File: src/rtl/mcp_sequencer.sv
// rtl/mcp_sequencer.sv - program store and fetch/execute/update sequencer for the MCP core
// Holds a writable instruction memory and paces the core one instruction per three cycles.
module mcp_sequencer #(
  parameter int AW = 5
) (
  input  logic          clk,
  input  logic          reset,
  input  logic          load_en,
  input  logic [AW-1:0] load_addr,
  input  logic [7:0]    load_data,
  input  logic          run,
  input  logic          step,
  input  logic          clear,
  input  logic [7:0]    next_address,
  output logic [7:0]    instruction,
  output logic          cpu_en,
  output logic [7:0]    pc,
  output logic          halted,
  output logic          addr_err,
  output logic [15:0]   instr_count
);

  localparam int         DEPTH = 2 ** AW;
  localparam logic [8:0] LIMIT = 9'(DEPTH);

  typedef enum logic [1:0] {IDLE, FETCH, EXEC, UPDATE} state_t;

  state_t      state_q, state_d;
  logic [7:0]  instr_q, instr_d;
  logic [7:0]  pc_q, pc_d;
  logic        halted_q, halted_d;
  logic        err_q, err_d;
  logic        single_q, single_d;
  logic [15:0] count_q, count_d;
  logic        mem_we;
  logic        na_oor;

  logic [7:0]  mem_q [DEPTH];

  assign na_oor = ({1'b0, next_address} >= LIMIT);

  always_comb begin
    state_d  = state_q;
    instr_d  = instr_q;
    pc_d     = pc_q;
    halted_d = halted_q;
    err_d    = err_q;
    single_d = single_q;
    count_d  = count_q;
    mem_we   = 1'b0;
    case (state_q)
      IDLE: begin
        mem_we = load_en;
        // clear wins over run/step and keeps the sequencer parked
        if (clear) begin
          pc_d     = 8'h00;
          halted_d = 1'b0;
          err_d    = 1'b0;
        end else if (!halted_q && run) begin
          state_d  = FETCH;
          single_d = 1'b0;
        end else if (!halted_q && step) begin
          state_d  = FETCH;
          single_d = 1'b1;
        end
      end
      FETCH: begin
        instr_d = mem_q[pc_q[AW-1:0]];
        state_d = EXEC;
      end
      EXEC: begin
        if (count_q != 16'hFFFF) begin
          count_d = count_q + 16'd1;
        end
        state_d = UPDATE;
      end
      UPDATE: begin
        state_d  = IDLE;
        single_d = 1'b0;
        if (na_oor) begin
          err_d    = 1'b1;
          halted_d = 1'b1;
        end else if (next_address == pc_q) begin
          halted_d = 1'b1;
        end else begin
          pc_d = next_address;
          if (run && !single_q) begin
            state_d = FETCH;
          end
        end
      end
      default: state_d = IDLE;
    endcase
  end

  always_ff @(posedge clk or posedge reset) begin
    if (reset) begin
      state_q  <= IDLE;
      instr_q  <= 8'h00;
      pc_q     <= 8'h00;
      halted_q <= 1'b0;
      err_q    <= 1'b0;
      single_q <= 1'b0;
      count_q  <= 16'h0000;
    end else begin
      state_q  <= state_d;
      instr_q  <= instr_d;
      pc_q     <= pc_d;
      halted_q <= halted_d;
      err_q    <= err_d;
      single_q <= single_d;
      count_q  <= count_d;
    end
  end

  // program contents deliberately survive reset
  always_ff @(posedge clk) begin
    if (mem_we) begin
      mem_q[load_addr] <= load_data;
    end
  end

  assign cpu_en      = (state_q == EXEC);
  assign instruction = instr_q;
  assign pc          = pc_q;
  assign halted      = halted_q;
  assign addr_err    = err_q;
  assign instr_count = count_q;

endmodule

File: config.mk
export PLATFORM = sky130hd
export DESIGN_NAME = mcp_sequencer
export DESIGN_NICKNAME = d
export VERILOG_FILES = /design/src/rtl/mcp_sequencer.sv
export SDC_FILE = /design/constraint.sdc
export NUM_CORES = 1
export LEC_CHECK = 0
export CAP_MARGIN = 20
export CORE_ASPECT_RATIO = 0.8
export CORE_MARGIN = 2
export CORE_UTILIZATION = 60
export CTS_BUF_LIST = sky130_fd_sc_hd__clkbuf_8
export CTS_CLUSTER_DIAMETER = 60
export CTS_CLUSTER_SIZE = 24
export DETAILED_ROUTE_END_ITERATION = 6
export PLACE_DENSITY_LB_ADDON = 0.1
export SLEW_MARGIN = 20
export SYNTH_ARGS = -nofsm -noshare
export SYNTH_HDL_FRONTEND = slang
export SYNTH_SLANG_ARGS = --single-unit
export TNS_END_PERCENT = 20
File: constraint.sdc
create_clock -name clk -period 3.75 [get_ports clk]
set_input_delay 1.125 -clock clk [delete_from_list [all_inputs] [get_ports clk]]
set_output_delay 1.125 -clock clk [all_outputs]
set_load 0.05 [all_outputs]
After elaboration in Yosys (flattened, before gate mapping)

Memory sizes are Yosys's and may differ from the RTL's. A register that Yosys moved wholly into a read port is not among the register bits.
Index checks and enable logic that the tools add are counted.

Output and inout bits: 35
Bits in writable memories: 256
Flip-flop bits (word level): 29
Memories kept: 1
Logic and storage cells: 58
Input bits: 27

Memories:

| name  | depth | bits a word | read ports | clocked after Yosys merged registers in | write ports | RTL line | source |
|---|---|---|---|---|---|---|---|
| mem_q | 32    | 8           | 1          | 1                                       | 1           | 38       | `logic [7:0] mem_q [DEPTH];` |

Reductions and logical operators: 13
Multiplexer cells: 24
Add/sub/neg operators: 1
Order comparisons: 1
Equality and inequality tests: 12

Operators with widths:

| cell                                                               | count |
|---|---|
| 2-to-1 mux 8 bit                                                   | 3 |
| adder 16 x 1 -> 16 bit (second input constant)                     | 1 |
| inequality test 16 bit (second input constant)                     | 1 |
| one-hot mux 8 bit (2 select lines)                                 | 1 |
| 2-to-1 mux 1 bit                                                   | 13 |
| inequality test 2 bit (second input constant)                      | 5 |
| AND reduction 3 bit                                                | 3 |
| equality test 8 bit                                                | 1 |
| greater-or-equal comparator 8 x 6 -> 1 bit (second input constant) | 1 |
| one-hot mux 2 bit (4 select lines)                                 | 1 |
| 2-to-1 mux 2 bit                                                   | 3 |
| inequality test 3 bit (second input constant)                      | 2 |
| one-hot mux 1 bit (2 select lines)                                 | 3 |
| equality test 2 bit (second input constant)                        | 2 |
| AND reduction 2 bit                                                | 2 |
| AND reduction 4 bit                                                | 1 |
| logical AND 1 bit                                                  | 3 |
| equality test 2 x 1 -> 1 bit (second input constant)               | 1 |
| zero test 1 bit                                                    | 2 |
| zero test 2 bit                                                    | 1 |
| nonzero test 2 bit                                                 | 1 |

Depth between registers and ports, before layout

Gate-level depths: netlist (run 1).

Word-level depth: 6
Mapped depth: 8
Depth with buffers taken out: 7

Worst setup path after synthesis (run 1)

OpenSTA, ideal clock, no wires.

Path type: input -> register
From: input load_addr[1]
To: memory mem_q[0][0], enable pin
Required time: 3380 ps
Cell stages on the path: 3
Path buffers: 1
Slack: 1330 ps
Arrival time: 2050 ps
Library setup time: 370 ps
Cell sequence: or3_1 > clkbuf_1 > nor2_1

RTL lines:

| element     | RTL line | source |
|---|---|---|
| from (decl) | 9        | `input logic [AW-1:0] load_addr,` |
| to (decl)   | 38       |  |

Straight into the memory's write port.

Worst setup path after layout (run 1)

From: register state_q[0]
To: output cpu_en

Word-level cells in the longest chain between the ends: 1

Ends and longest elaborated chain:

| element                | RTL line | source |
|---|---|---|
| from (decl)            | 28       | `state_t state_q, state_d;` |
| from (signal assigned) | 106      | `state_q <= state_d;` |
| equality test 2 bit    | 123      | `assign cpu_en = (state_q == EXEC);` |
| to (decl)              | 16       | `output logic cpu_en,` |

No other way between the ends.

==> results of run 1 <==
==> layout by cell type, fill, tap and decap left out, types with 14 or more instances in the layout <==
| master | n |
|---|---|
| mux2i_1 | 133 |
| clkdlybuf4s50_1 | 61 |
| xnor2_1 | 17 |
| a21oi_1 | 36 |
| clkbuf_8 | 19 |
| dfrtp_1 | 36 |
| inv_1 | 14 |
| edfxtp_1 | 256 |
| a22oi_1 | 64 |
| nand2_1 | 24 |
| nor2_1 | 44 |
| buf_4 | 39 |
==> sequential cells by signal (all words and copies together) (netlist names) <==
signal,cells
pc,8
state_q,2
instruction,8
addr_err,1
instr_count,16
halted,1
mem_q,256
single_q,1
==> report_power, final <==
group	switching, mW	leakage [nW]	internal (mW)
clock network	0.969	0.199	0.631
logic	1.58	1.23	0.931
registers	0.152	2.78	3.69
total	2.70	4.21	5.25
==> metal layers <==
metal	up-vias	track usage
li1	3039	-
met3	46	0.0423
met5	-	0
met1	3407	0.387
met4	0	0.0619
met2	286	0.386
==> through the flow <==
step                hold WS, ns   util  setup WS [ns]
CTS                       0.522  0.678          0.273
global placement          0.478  0.659          0.524
global route              0.531  0.678          0.222
floorplan                 0.484      -           1.33
detailed placement        0.501  0.659          0.461
finish                    0.519  0.678          0.272
==> synth_stat cells (3+ instances only) <==
| library cell | n |
|---|---|
| nor2b_1 | 6 |
| or3_1 | 3 |
| clkbuf_4 | 3 |
| edfxtp_1 | 256 |
| buf_6 | 6 |
| mux2i_1 | 133 |
| buf_2 | 15 |
| dfrtp_1 | 37 |
| nand4_1 | 7 |
| a22oi_1 | 64 |
| clkbuf_1 | 5 |
| ha_1 | 5 |
| inv_1 | 11 |
| buf_4 | 3 |
| nor3_1 | 4 |
| o21ai_0 | 3 |
| mux2_2 | 8 |
| xnor2_1 | 17 |
| nand3b_1 | 4 |
| a22o_1 | 5 |
| nor2_1 | 45 |
| nor4_1 | 8 |
| nand2_1 | 24 |
| xor2_1 | 5 |
| nand3_1 | 5 |
| a21oi_1 | 36 |
==> final cells by class <==
| class | instances | share of cell area |
|---|---|---|
| Timing Repair Buffer | 101 | 0.0690 |
| Multi-Input combinational cell | 404 | 0.231 |
| Inverter | 11 | 0.00309 |
| Clock inverter | 10 | 0.00870 |
| Clock buffer | 19 | 0.0195 |
| Sequential cell | 293 | 0.644 |
| Tap cell | 264 | 0.0247 |
==> worst reg2reg max path, delay by kind of cell, from the launching register on <==
family / cells / cell delay [ns]
simple gates: 3 / 1.35
fa+ha+maj: 1 / 0.43
buf+inv: 1 / 0.14
flops: 1 / 0.43
==> worst min-delay path by stage <==
| stage | start | slack, ns | end | cells past startpoint |
|---|---|---|---|---|
| 6_report | instr_count[15]$_DFFE_PP0P_ | 0.52 | instr_count[15]$_DFFE_PP0P_ | 1 |
| 3_5_place_dp | instr_count[13]$_DFFE_PP0P_ | 0.50 | instr_count[13]$_DFFE_PP0P_ | 1 |
| 2_1_floorplan | single_q$_DFFE_PP0P_ | 0.48 | single_q$_DFFE_PP0P_ | 2 |
| 3_3_place_gp | instr_count[13]$_DFFE_PP0P_ | 0.48 | instr_count[13]$_DFFE_PP0P_ | 1 |
| 4_1_cts | instr_count[15]$_DFFE_PP0P_ | 0.52 | instr_count[15]$_DFFE_PP0P_ | 1 |
| 5_1_grt | instr_count[13]$_DFFE_PP0P_ | 0.53 | instr_count[13]$_DFFE_PP0P_ | 1 |
==> cells by family after synthesis <==
logic type,after synthesis,share of synthesized area
AO/OA/AOI/OAI,120,0.0699
XOR/XNOR,22,0.0161
adder cells (fa/ha/maj),5,0.00521
buffers and inverters,47,0.0251
flip-flops,293,0.718
multiplexers,141,0.118
AND/OR/NAND/NOR,116,0.0472
==> impl_results.md, run 1 <==
- Area after detailed placement: 13000 um^2
- Post-synthesis area per instance: 16.1 um^2
- Required time reported for the critical path endpoint: 2.62 ns
- Number of design rule violations left after detail routing: 0
- Area taken by flip-flops and latches: 8620 um^2
- Critical-path cell list: inv_1 > ha_1 > clkdlybuf4s50_1
- Wire length on met1: 11700 um
- Number of buffers on the longest clock path: 3
- Worst-path clk slew: 0.13 ns
- Vias: 6778
- Top layer reached by signal wires: met4
- Synthesized Nets: 776
- Post-CTS Resized: 0
- Vert. Die Dim: 130 um
- Minimum clock period: 3.48 ns
- H-tree depth: 1
- Die X-Extent: 162 um
- Synthesized flop and latch total: 293
- Number of global-route vias before repair: 6459
- Warnings, synthesis: 0
- Clock skew after layout: 0.0311 ns
- Area overhead of the layout relative to synthesis: 11.5%
- Total wirelength of the detailed-routed design: 26500 um
- Share of async-settable or async-resettable flops after synthesis: 0.126
- TritonCTS clock tree: yes
- Family with the most delay on the worst path: buffers and inverters
- Reg2reg end: mem_q[12][7]$_DFFE_PP_
- Synth Cell Area: 12000 um^2
- Total of buffers placed on input and output ports: 61
- Initial Util: 0.608
- Number of clock buffers inserted by TritonCTS: 17
- Peak ir drop on the vdd network: 0.000459 V
- Area share of the largest cell type after synthesis: 0.641
- Worst r2r path cells: 5
- Number of buffers inserted by post-CTS setup repair: 0
- Number of different library cells in the post-synthesis netlist: 49
- Delay of the slowest critical-path stage: 0.87 ns
- Static power due to leakage: 4.21 nW
- Class of the most critical setup path: reg2out
- Count of filler cells inserted in the layout: 1334
- Top fanout value on the critical path: 5
- Antenna Diode Count: 0
- Core region area: 19700 um^2
- Non-filler cells in the finished layout: 1102
- Worst-skew pair later-pin latency: 0.58 ns
- Number of nets in the final layout: 860
- Worst Path Arrival: 2.35 ns
- Total Negative Setup Slacks: 0 ns
- Final max-slew violation count: 0
- Period Utilization, post-route: 0.928
- Global-route wire length before repair: 39000 um
- Ports: 62
- Number of hold violations in the final report: 0
- Run status: finished, final reports clean
- Number of rows in the core area: 46
- Detailed Place HPWL: 17100 um
- WP depth: 3
- Proportion of layout cells with a drive suffix above 1: 0.0990
- Starting DRC count in detailed routing: 795
- Number of cells produced by synthesis: 744
- Type of the worst min-delay path: reg2reg
- Area occupied by multi-input gates: 3090 um^2
- Setup Viol. Count Final: 0
- Wire length on met3: 2110 um
- RSZ-0062 raised after global routing: false
- Slowest cell on the critical path: clkdlybuf4s50_1
- Critical Path End Type: output pin
- Worst slew margin relative to its limit: 0.388
- Power Density: 594 nW/um^2
- Iteration count of the initial detailed-routing pass: 5
- Top post-synthesis cells by area: edfxtp_1 64%, mux2i_1 11%, dfrtp_1 7.7%, a22oi_1 4.0%, a21oi_1 1.5%
- Number of maximum-capacitance violations: 0
- Slew of the pin with the lowest slew margin: 0.918 ns
- Largest net degree at the start of global routing: 90
- Hold-fix buffers at CTS: 0
- Max Clock Freq: 288 MHz
- Avg WL per Cell: 24.1 um
- Routed met2 length: 12100 um
- Total global routing track utilization: 0.252
- Via density per instance: 6.15
- Number of routed nets with antenna violations: 0
- Placer Congestion: 0.825
- Primary flip-flop cell chosen by synthesis mapping: edfxtp_1
- Initial antenna violation count: 0
- Placed insts: 1073
- Total die area: 21100 um^2
- Fraction of the yosys area taken by sequential cells: 0.718
- Number of synthesized flops with an enable pin: 256
- Clock sinks: 293
- Cell taking the most area after synthesis: edfxtp_1
- Final Instance Area: 13400 um^2
- Start of the worst register-to-register path: state_q[0]$_DFFE_PP0P_
- Root buffer cell: clkbuf_8
- Overall power after layout: 7.95 mW
- Startpoint of the most critical setup path: state_q[0]$_DFFE_PP0P_
- Category of the worst setup path launch point: flop
- Number of buffers and inverters on the critical path: 2
- Timing endpoint of the critical path: cpu_en
- Reg2Reg Setup Slack: 1.03 ns
- Total congestion overflow: 0
No activity file was read; power rests on OpenSTA's default activity.
==> run 2, diff against run 1 <==
--- a/config.mk
+++ b/config.mk
@@ -13,6 +13,7 @@
 export CTS_CLUSTER_DIAMETER = 60
 export CTS_CLUSTER_SIZE = 24
 export DETAILED_ROUTE_END_ITERATION = 6
+export GPL_ROUTABILITY_DRIVEN = 1
 export PLACE_DENSITY_LB_ADDON = 0.1
 export SLEW_MARGIN = 20
 export SYNTH_ARGS = -nofsm -noshare
==> results of run 2 <==
No change in the layout: final DEF, timing and power equal those of run 1.
